==> src/rtl/chess_clock_core_if.sv <==
// Bundle of control, configuration and display signals for chess_clock_core.
// Upstream logic drives through master; the countdown core sits on slave.
interface chess_clock_core_if #(
  parameter int NUM_PLAYERS = 2,
  parameter int INC_W       = 6
);
  localparam int PW = (NUM_PLAYERS > 1) ? $clog2(NUM_PLAYERS) : 1;

  // There is no valid/ready flow control on this bus. TICK, LOAD, START, SELECT
  // and STOP are single-cycle pulses that take effect on the clock edge where
  // they are high and CE is also high. The configuration fields only need to
  // be stable on the cycle LOAD is taken. Every output is held until the core
  // changes it.
  logic                     CE;
  logic                     TICK;
  logic                     LOAD;
  logic [6:0]               PRESET_MIN;
  logic [5:0]               PRESET_SEC;
  logic [INC_W-1:0]         INC_SEC;
  logic [1:0]               MODE;
  logic                     START;
  logic                     SELECT;
  logic                     STOP;
  logic [PW-1:0]            ACTIVE;
  logic                     RUNNING;
  logic                     TIMEOUT;
  logic [PW-1:0]            LOSER;
  logic [16*NUM_PLAYERS-1:0] BCD_OUT;
  logic [1:0]               dbg_state;

  modport master (
    output CE, TICK, LOAD, PRESET_MIN, PRESET_SEC, INC_SEC, MODE, START, SELECT, STOP,
    input  ACTIVE, RUNNING, TIMEOUT, LOSER, BCD_OUT, dbg_state
  );

  modport slave (
    input  CE, TICK, LOAD, PRESET_MIN, PRESET_SEC, INC_SEC, MODE, START, SELECT, STOP,
    output ACTIVE, RUNNING, TIMEOUT, LOSER, BCD_OUT, dbg_state
  );
endinterface

==> src/rtl/chess_clock_core.sv <==
// N-player MM:SS countdown core: sudden-death, Fischer and Bronstein modes.
// Rotates the active player on SELECT, flags the first player to reach 00:00.
module chess_clock_core #(
  parameter int NUM_PLAYERS = 2,
  parameter int INC_W       = 6
) (
  input logic               CLK,
  input logic               CLR,
  chess_clock_core_if.slave bus
);
  localparam int PW = (NUM_PLAYERS > 1) ? $clog2(NUM_PLAYERS) : 1;
  localparam logic [PW-1:0] LAST = PW'(NUM_PLAYERS - 1);

  typedef enum logic [1:0] {
    S_IDLE  = 2'd0,
    S_RUN   = 2'd1,
    S_PAUSE = 2'd2,
    S_FLAG  = 2'd3
  } state_t;

  state_t           state_q, state_n;
  logic [6:0]       min_q [NUM_PLAYERS];
  logic [6:0]       min_n [NUM_PLAYERS];
  logic [5:0]       sec_q [NUM_PLAYERS];
  logic [5:0]       sec_n [NUM_PLAYERS];
  logic [PW-1:0]    active_q, active_n;
  logic [PW-1:0]    loser_q, loser_n;
  logic [1:0]       mode_q, mode_n;
  logic [INC_W-1:0] inc_q, inc_n;
  logic [INC_W-1:0] delay_q, delay_n;

  logic tick, sel, stop, start, load;
  logic fischer, bronstein;

  assign tick  = bus.CE & bus.TICK;
  assign sel   = bus.CE & bus.SELECT;
  assign stop  = bus.CE & bus.STOP;
  assign start = bus.CE & bus.START;
  assign load  = bus.CE & bus.LOAD;

  // Mode 11 falls through both decodes and behaves as sudden death.
  assign fischer   = (mode_q == 2'b01);
  assign bronstein = (mode_q == 2'b10);

  logic [6:0] cur_min, dec_min, base_min, inc_min;
  logic [5:0] cur_sec, dec_sec, base_sec, inc_sec;
  logic [7:0] sum_min, sum_sec;
  logic       tick_dec, flag_hit;
  logic [6:0] clamp_min;
  logic [5:0] clamp_sec;
  logic [INC_W-1:0] clamp_inc;

  // Datapath for the active channel: tick decrement feeds the Fischer adder so
  // a same-cycle TICK+SELECT credits the increment to the decremented value.
  always_comb begin
    cur_min  = min_q[active_q];
    cur_sec  = sec_q[active_q];
    dec_min  = cur_min;
    dec_sec  = cur_sec;
    if (cur_sec != 6'd0) begin
      dec_sec = cur_sec - 6'd1;
    end else if (cur_min != 7'd0) begin
      dec_min = cur_min - 7'd1;
      dec_sec = 6'd59;
    end
    tick_dec = tick && (delay_q == '0);
    flag_hit = tick_dec && (dec_min == 7'd0) && (dec_sec == 6'd0);
    base_min = tick_dec ? dec_min : cur_min;
    base_sec = tick_dec ? dec_sec : cur_sec;
    sum_sec  = {2'b00, base_sec} + 8'(inc_q);
    sum_min  = {1'b0, base_min};
    if (sum_sec >= 8'd60) begin
      sum_sec = sum_sec - 8'd60;
      sum_min = sum_min + 8'd1;
    end
    if (sum_min > 8'd99) begin
      inc_min = 7'd99;
      inc_sec = 6'd59;
    end else begin
      inc_min = sum_min[6:0];
      inc_sec = sum_sec[5:0];
    end
    clamp_min = (bus.PRESET_MIN > 7'd99) ? 7'd99 : bus.PRESET_MIN;
    clamp_sec = (bus.PRESET_SEC > 6'd59) ? 6'd59 : bus.PRESET_SEC;
    clamp_inc = (32'(bus.INC_SEC) > 32'd59) ? INC_W'(59) : bus.INC_SEC;
  end

  always_comb begin
    state_n  = state_q;
    active_n = active_q;
    loser_n  = loser_q;
    mode_n   = mode_q;
    inc_n    = inc_q;
    delay_n  = delay_q;
    for (int i = 0; i < NUM_PLAYERS; i++) begin
      min_n[i] = min_q[i];
      sec_n[i] = sec_q[i];
    end

    if (load && (state_q != S_RUN)) begin
      for (int i = 0; i < NUM_PLAYERS; i++) begin
        min_n[i] = clamp_min;
        sec_n[i] = clamp_sec;
      end
      mode_n   = bus.MODE;
      inc_n    = clamp_inc;
      active_n = '0;
      loser_n  = '0;
      state_n  = S_IDLE;
    end else begin
      case (state_q)
        S_IDLE: begin
          if (start) begin
            state_n = S_RUN;
            delay_n = bronstein ? inc_q : '0;
          end
        end
        S_RUN: begin
          if (tick) begin
            if (delay_q != '0) begin
              delay_n = delay_q - INC_W'(1);
            end else begin
              min_n[active_q] = dec_min;
              sec_n[active_q] = dec_sec;
            end
          end
          // A flagging tick swallows any same-cycle SELECT and STOP.
          if (flag_hit) begin
            state_n = S_FLAG;
            loser_n = active_q;
          end else begin
            if (sel) begin
              if (fischer) begin
                min_n[active_q] = inc_min;
                sec_n[active_q] = inc_sec;
              end
              active_n = (active_q == LAST) ? '0 : active_q + PW'(1);
              if (bronstein) delay_n = inc_q;
            end
            if (stop) state_n = S_PAUSE;
          end
        end
        S_PAUSE: begin
          if (stop) state_n = S_RUN;
        end
        default: begin
          state_n = state_q;
        end
      endcase
    end
  end

  always_ff @(posedge CLK or posedge CLR) begin
    if (CLR) begin
      state_q  <= S_IDLE;
      active_q <= '0;
      loser_q  <= '0;
      mode_q   <= 2'b00;
      inc_q    <= '0;
      delay_q  <= '0;
      for (int i = 0; i < NUM_PLAYERS; i++) begin
        min_q[i] <= 7'd0;
        sec_q[i] <= 6'd0;
      end
    end else begin
      state_q  <= state_n;
      active_q <= active_n;
      loser_q  <= loser_n;
      mode_q   <= mode_n;
      inc_q    <= inc_n;
      delay_q  <= delay_n;
      for (int i = 0; i < NUM_PLAYERS; i++) begin
        min_q[i] <= min_n[i];
        sec_q[i] <= sec_n[i];
      end
    end
  end

  function automatic logic [7:0] to_bcd(input logic [6:0] v);
    return {4'(v / 7'd10), 4'(v % 7'd10)};
  endfunction

  always_comb begin
    bus.BCD_OUT = '0;
    for (int i = 0; i < NUM_PLAYERS; i++) begin
      bus.BCD_OUT[16*i +: 16] = {to_bcd(min_q[i]), to_bcd({1'b0, sec_q[i]})};
    end
  end

  assign bus.ACTIVE    = active_q;
  assign bus.LOSER     = loser_q;
  assign bus.RUNNING   = (state_q == S_RUN);
  assign bus.TIMEOUT   = (state_q == S_FLAG);
  assign bus.dbg_state = state_q;
endmodule

==> src/flat_wrapper.sv <==
// flat-port wrapper written by rule: the top's interface ports become plain ports
module chess_clock_core_flat 
#(
  parameter int NUM_PLAYERS = 2,
  parameter int INC_W       = 6
)
  (CLK, CLR, bus_CE, bus_TICK, bus_LOAD, bus_PRESET_MIN, bus_PRESET_SEC, bus_INC_SEC, bus_MODE, bus_START, bus_SELECT, bus_STOP, bus_ACTIVE, bus_RUNNING, bus_TIMEOUT, bus_LOSER, bus_BCD_OUT, bus_dbg_state);
  chess_clock_core_if #(.NUM_PLAYERS(NUM_PLAYERS), .INC_W(INC_W)) bus_i ();
  input logic CLK;
  input logic CLR;
  input wire logic [$bits(bus_i.CE)-1:0] bus_CE;
  input wire logic [$bits(bus_i.TICK)-1:0] bus_TICK;
  input wire logic [$bits(bus_i.LOAD)-1:0] bus_LOAD;
  input wire logic [$bits(bus_i.PRESET_MIN)-1:0] bus_PRESET_MIN;
  input wire logic [$bits(bus_i.PRESET_SEC)-1:0] bus_PRESET_SEC;
  input wire logic [$bits(bus_i.INC_SEC)-1:0] bus_INC_SEC;
  input wire logic [$bits(bus_i.MODE)-1:0] bus_MODE;
  input wire logic [$bits(bus_i.START)-1:0] bus_START;
  input wire logic [$bits(bus_i.SELECT)-1:0] bus_SELECT;
  input wire logic [$bits(bus_i.STOP)-1:0] bus_STOP;
  output wire logic [$bits(bus_i.ACTIVE)-1:0] bus_ACTIVE;
  output wire logic [$bits(bus_i.RUNNING)-1:0] bus_RUNNING;
  output wire logic [$bits(bus_i.TIMEOUT)-1:0] bus_TIMEOUT;
  output wire logic [$bits(bus_i.LOSER)-1:0] bus_LOSER;
  output wire logic [$bits(bus_i.BCD_OUT)-1:0] bus_BCD_OUT;
  output wire logic [$bits(bus_i.dbg_state)-1:0] bus_dbg_state;
  assign bus_i.CE = bus_CE;
  assign bus_i.TICK = bus_TICK;
  assign bus_i.LOAD = bus_LOAD;
  assign bus_i.PRESET_MIN = bus_PRESET_MIN;
  assign bus_i.PRESET_SEC = bus_PRESET_SEC;
  assign bus_i.INC_SEC = bus_INC_SEC;
  assign bus_i.MODE = bus_MODE;
  assign bus_i.START = bus_START;
  assign bus_i.SELECT = bus_SELECT;
  assign bus_i.STOP = bus_STOP;
  assign bus_ACTIVE = bus_i.ACTIVE;
  assign bus_RUNNING = bus_i.RUNNING;
  assign bus_TIMEOUT = bus_i.TIMEOUT;
  assign bus_LOSER = bus_i.LOSER;
  assign bus_BCD_OUT = bus_i.BCD_OUT;
  assign bus_dbg_state = bus_i.dbg_state;
  chess_clock_core #(.NUM_PLAYERS(NUM_PLAYERS), .INC_W(INC_W)) u_core (.CLK(CLK), .CLR(CLR), .bus(bus_i));
endmodule
==> config.mk <==
export PLATFORM = sky130hd
export DESIGN_NAME = chess_clock_core_flat
export DESIGN_NICKNAME = d
export VERILOG_FILES = /design/src/rtl/chess_clock_core_if.sv /design/src/rtl/chess_clock_core.sv /design/src/flat_wrapper.sv
export SDC_FILE = /design/constraint.sdc
export NUM_CORES = 1
export LEC_CHECK = 0
export ABC_AREA = 0
export CAP_MARGIN = 20
export CORE_MARGIN = 2
export CORE_UTILIZATION = 58
export CTS_CLUSTER_DIAMETER = 150
export DETAILED_ROUTE_END_ITERATION = 8
export PLACE_DENSITY = 0.82
export SLEW_MARGIN = 10
export SYNTH_ARGS = -nofsm -noshare
export SYNTH_HDL_FRONTEND = slang
export SYNTH_SLANG_ARGS = --single-unit
export TNS_END_PERCENT = 5
==> constraint.sdc <==
create_clock -name CLK -period 6.1 [get_ports CLK]
set_clock_uncertainty 0.15 [all_clocks]
set_input_delay 0.61 -clock CLK [delete_from_list [all_inputs] [get_ports CLK]]
set_output_delay 0.61 -clock CLK [all_outputs]
set_load 0.02 [all_outputs]
==> summary.log, run 1 <==
qor: clock_network.clk_path_buf_depth 2
qor: timing.slew_headroom 49.5%
qor: run.cap_violations 0
qor: logic_synthesis.yosys.area.top_type_share 18.8%
qor: worst_setup_path.reg2reg_setup_slack 0.38 ns
qor: logic_synthesis.yosys.area.top_type sky130_fd_sc_hd__dfrtp_1
qor: timing.period_minus_slack 5.72 ns
qor: global_routing.grt_overflow 0
qor: hold_path.hold_path_class reg2reg
qor: floorplanning.die-area 0.0109 mm2
qor: detailed_routing.initialDrtViolationCount 854
qor: clock_network.max_h_tree_level 2
qor: clock_network.cts_tree done
qor: timing.setup_total_negative_slack 0 ns
qor: detailed_routing.firstDrtPassIters 7
qor: clock_network.cts_setup_buffers 0
qor: logic_synthesis.yosysMostFrequentCell sky130_fd_sc_hd__nand2_1
qor: cells_and_area.layout.filler_cells 862
qor: placement.place.gp.congestion 1.03
qor: worst_setup_path.critPathArrivalTime 5.77 ns
qor: logic_synthesis.dominantRegCellSynth sky130_fd_sc_hd__dfrtp_1
qor: worst_setup_path.critical_path_peak_fanout 15
qor: timing.hold_viol 0
qor: floorplanning.io_pins 67
qor: global_routing.grt_pass1_wl 31100 um
qor: floorplanning.placeableCoreArea 0.00977 mm2
qor: floorplanning.num_rows 36
qor: worst_setup_path.cp-start-kind register
qor: worst_setup_path.critical_path_class reg2reg
qor: detailed_routing.route.detailed.vias_per_inst 6.72
qor: cells_and_area.nets 904
qor: logic_synthesis.synthesis.instances 820
qor: logic_synthesis.sequential_fraction_of_the_synthesis_area 18.8%
qor: logic_synthesis.synth-seq-cells 44
qor: run_status.outcome complete, no violations
qor: logic_synthesis.synth-edff-count 0
qor: worst_setup_path.required 6.15 ns
qor: timing.setup_violations 0
qor: clock_network.clkLatencyLatePin 0.31 ns
qor: timing.rsz0062_at_grt no
qor: logic_synthesis.netlist_top_cells_count sky130_fd_sc_hd__nand2_1, sky130_fd_sc_hd__nor2_1, sky130_fd_sc_hd__a21oi_1, sky130_fd_sc_hd__o21ai_0, sky130_fd_sc_hd__dfrtp_1
qor: logic_synthesis.synth_top_cells_by_area sky130_fd_sc_hd__dfrtp_1, sky130_fd_sc_hd__nand2_1, sky130_fd_sc_hd__mux2i_1, sky130_fd_sc_hd__a21oi_1, sky130_fd_sc_hd__nor2_1
qor: placement.place_hpwl 14600 um
qor: floorplanning.initial_utilization 59.9%
qor: placement.buffer_ports.inserted 64
qor: detailed_routing.wire_per_inst 19.8 um
qor: timing.max_slew.worst_pin.slew 0.755 ns
qor: logic_synthesis.syn-cell-area 0.00585 mm2
qor: cells_and_area.antennaDiodeCount 0
qor: timing.post-route-period-util 93.7%
qor: global_routing.gr-usage-all-layers 34.9%
qor: timing.final-max-slew-violation-count 0
qor: timing.max_freq 0.175 GHz
qor: logic_synthesis.postSynthAreaPerCell 7.13 um2
qor: clock_network.path_clk_slew 0.09 ns
qor: global_routing.grt_antenna_before_repair 0
qor: detailed_routing.drt_drc_violations_left 0
qor: clock_network.clock-sinks 44
qor: detailed_routing.via_count 6657
qor: clock_network.cts-root-buf sky130_fd_sc_hd__clkbuf_8
qor: detailed_routing.final_wirelength 19600 um
qor: cells_and_area.area.growth.synth_to_final 14.1%
qor: global_routing.first_global_vias 6206
qor: logic_synthesis.synth.lib_cells_used.distinct 79
qor: logic_synthesis.share_of_async_settable_or_async_resettable_flops_after_synthesis 100%
qor: cells_and_area.post_route_cells_drive_above_1_share 7.35%
qor: logic_synthesis.yosysWarnings 0
qor: global_routing.grt_start_max_net_pins 45
qor: clock_network.cts-buffers-inserted 5
qor: floorplanning.fp.dieH 104 um
qor: floorplanning.fp.dieW 104 um
qor: worst_setup_path.setup.worst_path.end_class register
qor: detailed_routing.final_antenna_net_count 0
[critical path: stages (launching register included)]
cell and delay [ns]:
sky130_fd_sc_hd__dfrtp_1 0.53, sky130_fd_sc_hd__mux2i_1 0.31, sky130_fd_sc_hd__ha_1 0.42, sky130_fd_sc_hd__o211ai_2 0.37
sky130_fd_sc_hd__nor2_2 0.38, sky130_fd_sc_hd__a22oi_1 0.17, sky130_fd_sc_hd__a21o_1 0.26, sky130_fd_sc_hd__ha_1 0.19
sky130_fd_sc_hd__a21oi_1 0.27, sky130_fd_sc_hd__a21boi_0 0.18, sky130_fd_sc_hd__nor2_1 0.22, sky130_fd_sc_hd__ha_1 0.22
sky130_fd_sc_hd__nand2_1 0.07, sky130_fd_sc_hd__o32ai_1 0.13, sky130_fd_sc_hd__a31oi_1 0.13, sky130_fd_sc_hd__buf_4 0.22
sky130_fd_sc_hd__nor4_2 0.50, sky130_fd_sc_hd__and2_1 0.20, sky130_fd_sc_hd__a22o_2 0.34, sky130_fd_sc_hd__nor4_1 0.12
sky130_fd_sc_hd__o31ai_1 0.24
[cells in the final DEF (no fill, tap or decap), types with 4 or more instances in the layout]
master | synthesis | routed
sky130_fd_sc_hd__a221o_1 | 7 | 7
sky130_fd_sc_hd__a31oi_1 | 19 | 19
sky130_fd_sc_hd__o31ai_1 | 8 | 8
sky130_fd_sc_hd__xnor2_1 | 22 | 22
sky130_fd_sc_hd__a21o_1 | 6 | 6
sky130_fd_sc_hd__nand2b_1 | 17 | 17
sky130_fd_sc_hd__ha_1 | 17 | 17
sky130_fd_sc_hd__nor2_1 | 72 | 72
sky130_fd_sc_hd__a22oi_1 | 11 | 11
sky130_fd_sc_hd__xor2_1 | 10 | 10
sky130_fd_sc_hd__nor4_1 | 7 | 7
sky130_fd_sc_hd__inv_1 | 28 | 27
sky130_fd_sc_hd__clkbuf_8 | 0 | 7
sky130_fd_sc_hd__nand2_1 | 108 | 108
sky130_fd_sc_hd__a21oi_1 | 64 | 64
sky130_fd_sc_hd__o211ai_1 | 8 | 8
sky130_fd_sc_hd__o21ai_0 | 54 | 54
sky130_fd_sc_hd__buf_4 | 7 | 28
sky130_fd_sc_hd__o221ai_1 | 6 | 6
sky130_fd_sc_hd__nor3b_1 | 13 | 13
sky130_fd_sc_hd__mux2_2 | 5 | 5
sky130_fd_sc_hd__nor4_2 | 4 | 4
sky130_fd_sc_hd__dfrtp_1 | 44 | 44
sky130_fd_sc_hd__nand3_1 | 13 | 13
sky130_fd_sc_hd__mux2i_1 | 34 | 34
sky130_fd_sc_hd__a221oi_1 | 7 | 7
sky130_fd_sc_hd__nor4b_1 | 6 | 6
sky130_fd_sc_hd__o21ai_1 | 10 | 10
sky130_fd_sc_hd__o21bai_1 | 4 | 4
sky130_fd_sc_hd__nor3_1 | 34 | 34
sky130_fd_sc_hd__and2_1 | 5 | 5
sky130_fd_sc_hd__clkdlybuf4s50_1 | 0 | 64
sky130_fd_sc_hd__o22ai_1 | 16 | 16
sky130_fd_sc_hd__and3_1 | 5 | 5
sky130_fd_sc_hd__a211oi_1 | 6 | 6
sky130_fd_sc_hd__nor2b_1 | 21 | 21
sky130_fd_sc_hd__nand4_1 | 4 | 4
[metal layers]
metal	vias up	global-route usage [%]	share of wire, %
li1	3066	-	-
met1	3079	45.1	39
met2	444	58.1	47
met3	68	6.77	11
met4	0	12.1	3.4
met5	-	0	0
[sequential cells by signal, indices dropped and copies added (netlist names)]
register / count
u_core.mode_q: 2
u_core.bus.ACTIVE: 1
u_core.bus.dbg_state: 2
u_core.delay_q: 6
u_core.bus.LOSER: 1
u_core.inc_q: 6
u_core.min_q: 14
u_core.sec_q: 12
[stage by stage]
step | std cells | utilization, % | instance area, um2 | hold slack, ns | setup WS (ns)
after global placement | 983 | 67.2 | 6570 | 0.302 | 0.530
after global routing | 990 | 68.3 | 6680 | 0.376 | 0.0403
final | 990 | 68.3 | 6680 | 0.328 | 0.383
after floorplan | 821 | - | 5850 | 0.310 | 0.825
after detailed placement | 983 | 67.2 | 6570 | 0.314 | 0.292
after CTS | 990 | 68.2 | 6660 | 0.334 | 0.311
[what timing repair did]
item,4_1_cts,5_1_grt
gates resized for setup,0,3
endpoints found under the setup margin,0,15
hold buffers,0,0
[cells by family (layout without fill, tap and decap cells)]
| group | after synthesis | in the layout | share of synthesized area, % |
|---|---|---|---|
| AO/OA/AOI/OAI | 259 | 259 | 28.7 |
| XOR/XNOR | 32 | 32 | 4.79 |
| adder cells (fa/ha/maj) | 18 | 18 | 3.98 |
| buffers and inverters | 92 | 128 | 7.08 |
| flip-flops | 44 | 44 | 18.8 |
| multiplexers | 41 | 41 | 7.36 |
| other | 1 | 2 | 0.0641 |
| AND/OR/NAND/NOR | 333 | 333 | 29.3 |
[cell type report]
cell class	instances	area [um2]	area share, %
repair buffers	92	851	12.7
inverters	29	109	1.63
well taps	133	166	2.49
clock buffers	7	96.3	1.44
multi-input cells	685	4350	65.2
flip-flops and latches	44	1100	16.5
[worst paths after layout]
check / start / end / cells after the start
setup / recovery: u_core.bus.ACTIVE$_DFFE_PP0P_ / u_core.sec_q[1]$_DFFE_PP0P_ / 20
hold / removal: u_core.bus.LOSER$_DFFE_PP0P_ / u_core.bus.LOSER$_DFFE_PP0P_ / 2
setup reg to reg: u_core.bus.ACTIVE$_DFFE_PP0P_ / u_core.sec_q[1]$_DFFE_PP0P_ / 20
hold reg to reg: u_core.bus.LOSER$_DFFE_PP0P_ / u_core.bus.LOSER$_DFFE_PP0P_ / 2
max in group asynchronous: CLR / u_core.sec_q[0]$_DFFE_PP0P_ / 3
min in group asynchronous: CLR / u_core.delay_q[0]$_DFFE_PP0P_ / 3
Power of run 1 is left out: the tool's default activity adds up to more than one toggle a clock period on the data nets, which glitch-free logic cannot reach.
==> run 2, diff against run 1 <==
--- a/constraint.sdc
+++ b/constraint.sdc
@@ -4,2 +4,2 @@
 set_output_delay 0.61 -clock CLK [all_outputs]
-set_load 0.02 [all_outputs]
+set_load 0.05 [all_outputs]
==> summary.log, run 2 (same netlist as run 1, synthesis figures left out) <==
qor: run_status.outcome complete, no violations
qor: worst_setup_path.required 5.34 ns [-0.81 ns]
qor: detailed_routing.firstDrtPassIters 8 [+1]
qor: run.cap_violations 0 [unchanged]
qor: cells_and_area.area.growth.synth_to_final 13.8%
qor: worst_setup_path.worst_r2r_end u_core.sec_q[1]$_DFFE_PP0P_
qor: global_routing.use_met1 45.7% [+0.62 points]
qor: clock_network.path_clk_slew 0.09 ns [about the same]
qor: clock_network.cts_tree done
qor: clock_network.post_cts_resized 0 [unchanged]
qor: timing.setup_violations 0 [unchanged]
qor: timing.post-route-period-util 92.6% [-1.1 points]
qor: global_routing.gr-usage-all-layers 34.9% [+0.038 points]
qor: cells_and_area.reg.largest.list u_core.min_q: 14 flops, u_core.sec_q: 12 flops
qor: timing.rsz0062_at_grt no
qor: worst_setup_path.cp-start-kind register
qor: worst_setup_path.rr_startpoint u_core.bus.ACTIVE$_DFFE_PP0P_
qor: timing.max_freq 0.177 GHz [+1.2%]
qor: clock_network.clkLatencyLatePin 0.32 ns [about the same]
qor: global_routing.grt_overflow 0 [unchanged]
qor: cells_and_area.post_route_cells_drive_above_1_share 7.36% [+0.0086 points]
qor: placement.post-place-cells 982 [-0.10%]
qor: clock_network.cts_hold_repair.buffers 0 [unchanged]
qor: cells_and_area.final_core_utilization 68.1% [-0.20 points]
qor: cells_and_area.largest_register_ffs 14 [unchanged]
qor: worst_setup_path.critical_path_peak_fanout 21 [+6]
qor: timing.period_minus_slack 5.65 ns [-0.0693 ns]
qor: detailed_routing.route.detailed.vias_per_inst 6.75 [+0.36%]
qor: timing.setup_total_negative_slack 0 ns [unchanged]
qor: cells_and_area.nets 903 [-0.11%]
qor: clock_network.cts-buffers-inserted 5 [unchanged]
qor: floorplanning.placeableCoreArea 0.00977 mm2 [unchanged]
qor: placement.place_hpwl 14500 um [-0.59%]
qor: detailed_routing.drt_drc_violations_left 0 [unchanged]
qor: hold_path.hold_path_class reg2reg
qor: floorplanning.die-area 0.0109 mm2 [unchanged]
qor: clock_network.cts_setup_buffers 0 [unchanged]
qor: timing.final-max-slew-violation-count 0 [unchanged]
qor: global_routing.first_global_vias 6234 [+0.45%]
qor: global_routing.grt_start_max_net_pins 45 [unchanged]
qor: detailed_routing.final_antenna_net_count 0 [unchanged]
qor: detailed_routing.initialDrtViolationCount 1006 [+18%]
qor: floorplanning.initial_utilization 59.9% [unchanged]
qor: clock_network.clk_path_buf_depth 2 [unchanged]
qor: cells_and_area.largest-register u_core.min_q
qor: global_routing.grt_antenna_before_repair 0 [unchanged]
qor: worst_setup_path.reg2reg_setup_slack 0.48 ns [+0.10 ns]
qor: worst_setup_path.timing.reg2reg.worst_path_depth 20 [unchanged]
qor: global_routing.most_congested_layer_reported_by_global_routing met2
qor: clock_network.cts-root-buf sky130_fd_sc_hd__clkbuf_8
qor: global_routing.globalRouteMet2Util 56.7% [-1.4 points]
qor: floorplanning.fp.dieH 104 um [unchanged]
qor: timing.slew_headroom 46.3% [-3.2 points]
qor: clock_network.clock-sinks 44 [unchanged]
qor: worst_setup_path.critical_path_class reg2out
qor: cells_and_area.layout.cells.most_common_list sky130_fd_sc_hd__nand2_1, sky130_fd_sc_hd__nor2_1, sky130_fd_sc_hd__a21oi_1, sky130_fd_sc_hd__clkdlybuf4s50_1, sky130_fd_sc_hd__o21ai_0
qor: timing.max_slew.worst_pin.slew 0.804 ns [+0.0487 ns]
qor: floorplanning.io_pins 67 [unchanged]
qor: cells_and_area.layout.filler_cells 884 [+2.6%]
qor: detailed_routing.wire_per_inst 19.5 um [-1.3%]
qor: placement.place.gp.congestion 1.04 [+0.25%]
qor: global_routing.grt.met3_usage 6.83% [+0.063 points]
qor: detailed_routing.via_count 6674 [+0.26%]
qor: global_routing.grt_pass1_wl 31100 um [-0.27%]
qor: timing.hold_viol 0 [unchanged]
qor: cells_and_area.antennaDiodeCount 0 [unchanged]
qor: floorplanning.fp.dieW 104 um [unchanged]
qor: cells_and_area.layout_commonest_cell sky130_fd_sc_hd__nand2_1
qor: worst_setup_path.setup.worst_path.end_class primary output
qor: worst_setup_path.timing.critical_path.from u_core.min_q[5]$_DFFE_PP0P_
qor: cells_and_area.stdcell_count 989 [-0.10%]
qor: detailed_routing.final_wirelength 19300 um [-1.4%]
qor: worst_setup_path.critPathArrivalTime 4.89 ns [-0.88 ns]
qor: clock_network.max_h_tree_level 2 [unchanged]
qor: worst_setup_path.crit_path_end bus_BCD_OUT[26]
qor: floorplanning.num_rows 36 [unchanged]
qor: placement.buffer_ports.inserted 64 [unchanged]
==> run 2: cell types whose count changed in the layout (fill, tap and decap cells not counted) <==
cell,previous run,this run
sky130_fd_sc_hd__buf_4,28,27
sky130_fd_sc_hd__clkinvlp_4,0,1
sky130_fd_sc_hd__ha_2,0,1
sky130_fd_sc_hd__clkinv_2,0,1
sky130_fd_sc_hd__ha_1,17,16
sky130_fd_sc_hd__clkbuf_8,7,5
==> run 2: metrics by stage <==
step	setup slack (ns)	instance area, um2	hold WS, ns
finish	0.453	6660	0.329
global route	0.0211	6660	0.367
global placement	0.529	6560	0.302
CTS	0.311	6640	0.337
detailed placement	0.347	6560	0.316
floorplan	0.600	5850	0.310
==> run 2: area by class of cell <==
class | instances | area, um2 | share of cell area, %
clock buffer | 5 | 68.8 | 1.03
clock inverter | 2 | 12.5 | 0.188
inverter | 29 | 109 | 1.64
multi-input combinational | 685 | 4360 | 65.4
sequential | 44 | 1100 | 16.5
tap | 133 | 166 | 2.50
timing repair buffer | 91 | 843 | 12.7
==> run 2: worst min path at each step <==
stage                                 startpoint  slack [ns]                           end  cells after the start
floorplan           u_core.mode_q[0]$_DFFE_PP0P_        0.31  u_core.mode_q[0]$_DFFE_PP0P_                      2
global placement    u_core.bus.LOSER$_DFFE_PP0P_        0.30  u_core.bus.LOSER$_DFFE_PP0P_                      2
detailed placement  u_core.bus.LOSER$_DFFE_PP0P_        0.32  u_core.bus.LOSER$_DFFE_PP0P_                      2
CTS                 u_core.bus.LOSER$_DFFE_PP0P_        0.34  u_core.bus.LOSER$_DFFE_PP0P_                      2
global route        u_core.bus.LOSER$_DFFE_PP0P_        0.37  u_core.bus.LOSER$_DFFE_PP0P_                      2
finish              u_core.bus.LOSER$_DFFE_PP0P_        0.33  u_core.bus.LOSER$_DFFE_PP0P_                      2
==> run 2: critical path: stages, from the launching register on <==
cell                              delay (ns)
sky130_fd_sc_hd__dfrtp_1                0.77
sky130_fd_sc_hd__nor2b_1                0.30
sky130_fd_sc_hd__o21bai_1               0.11
sky130_fd_sc_hd__o2111ai_1              0.09
sky130_fd_sc_hd__o21ai_0                0.17
sky130_fd_sc_hd__xnor2_1                0.30
sky130_fd_sc_hd__ha_1                   0.36
sky130_fd_sc_hd__a21boi_0               0.34
sky130_fd_sc_hd__o22ai_1                0.14
sky130_fd_sc_hd__o21ai_0                0.20
sky130_fd_sc_hd__nand2_1                0.09
sky130_fd_sc_hd__a32oi_1                0.16
sky130_fd_sc_hd__o21ai_0                0.15
sky130_fd_sc_hd__a21oi_1                0.32
sky130_fd_sc_hd__mux2i_1                0.24
sky130_fd_sc_hd__clkdlybuf4s50_1        0.82
==> run 2: metal layers <==
metal	wire (um)	share of wire, %
met1	7580	39
met2	8930	46
met3	2000	10
met4	788	4.1
met5	0	0
Power of run 2 is left out for the same reason.
==> run 3, diff against run 2 <==
Settings changed: ABC_CLOCK_PERIOD_IN_PS set to 6100, SLEW_MARGIN 10 to 20.
==> results of run 3 <==
Same layout as run 2: the final DEF is identical, and so are final timing and power.
Power of run 3 is left out for the same reason.
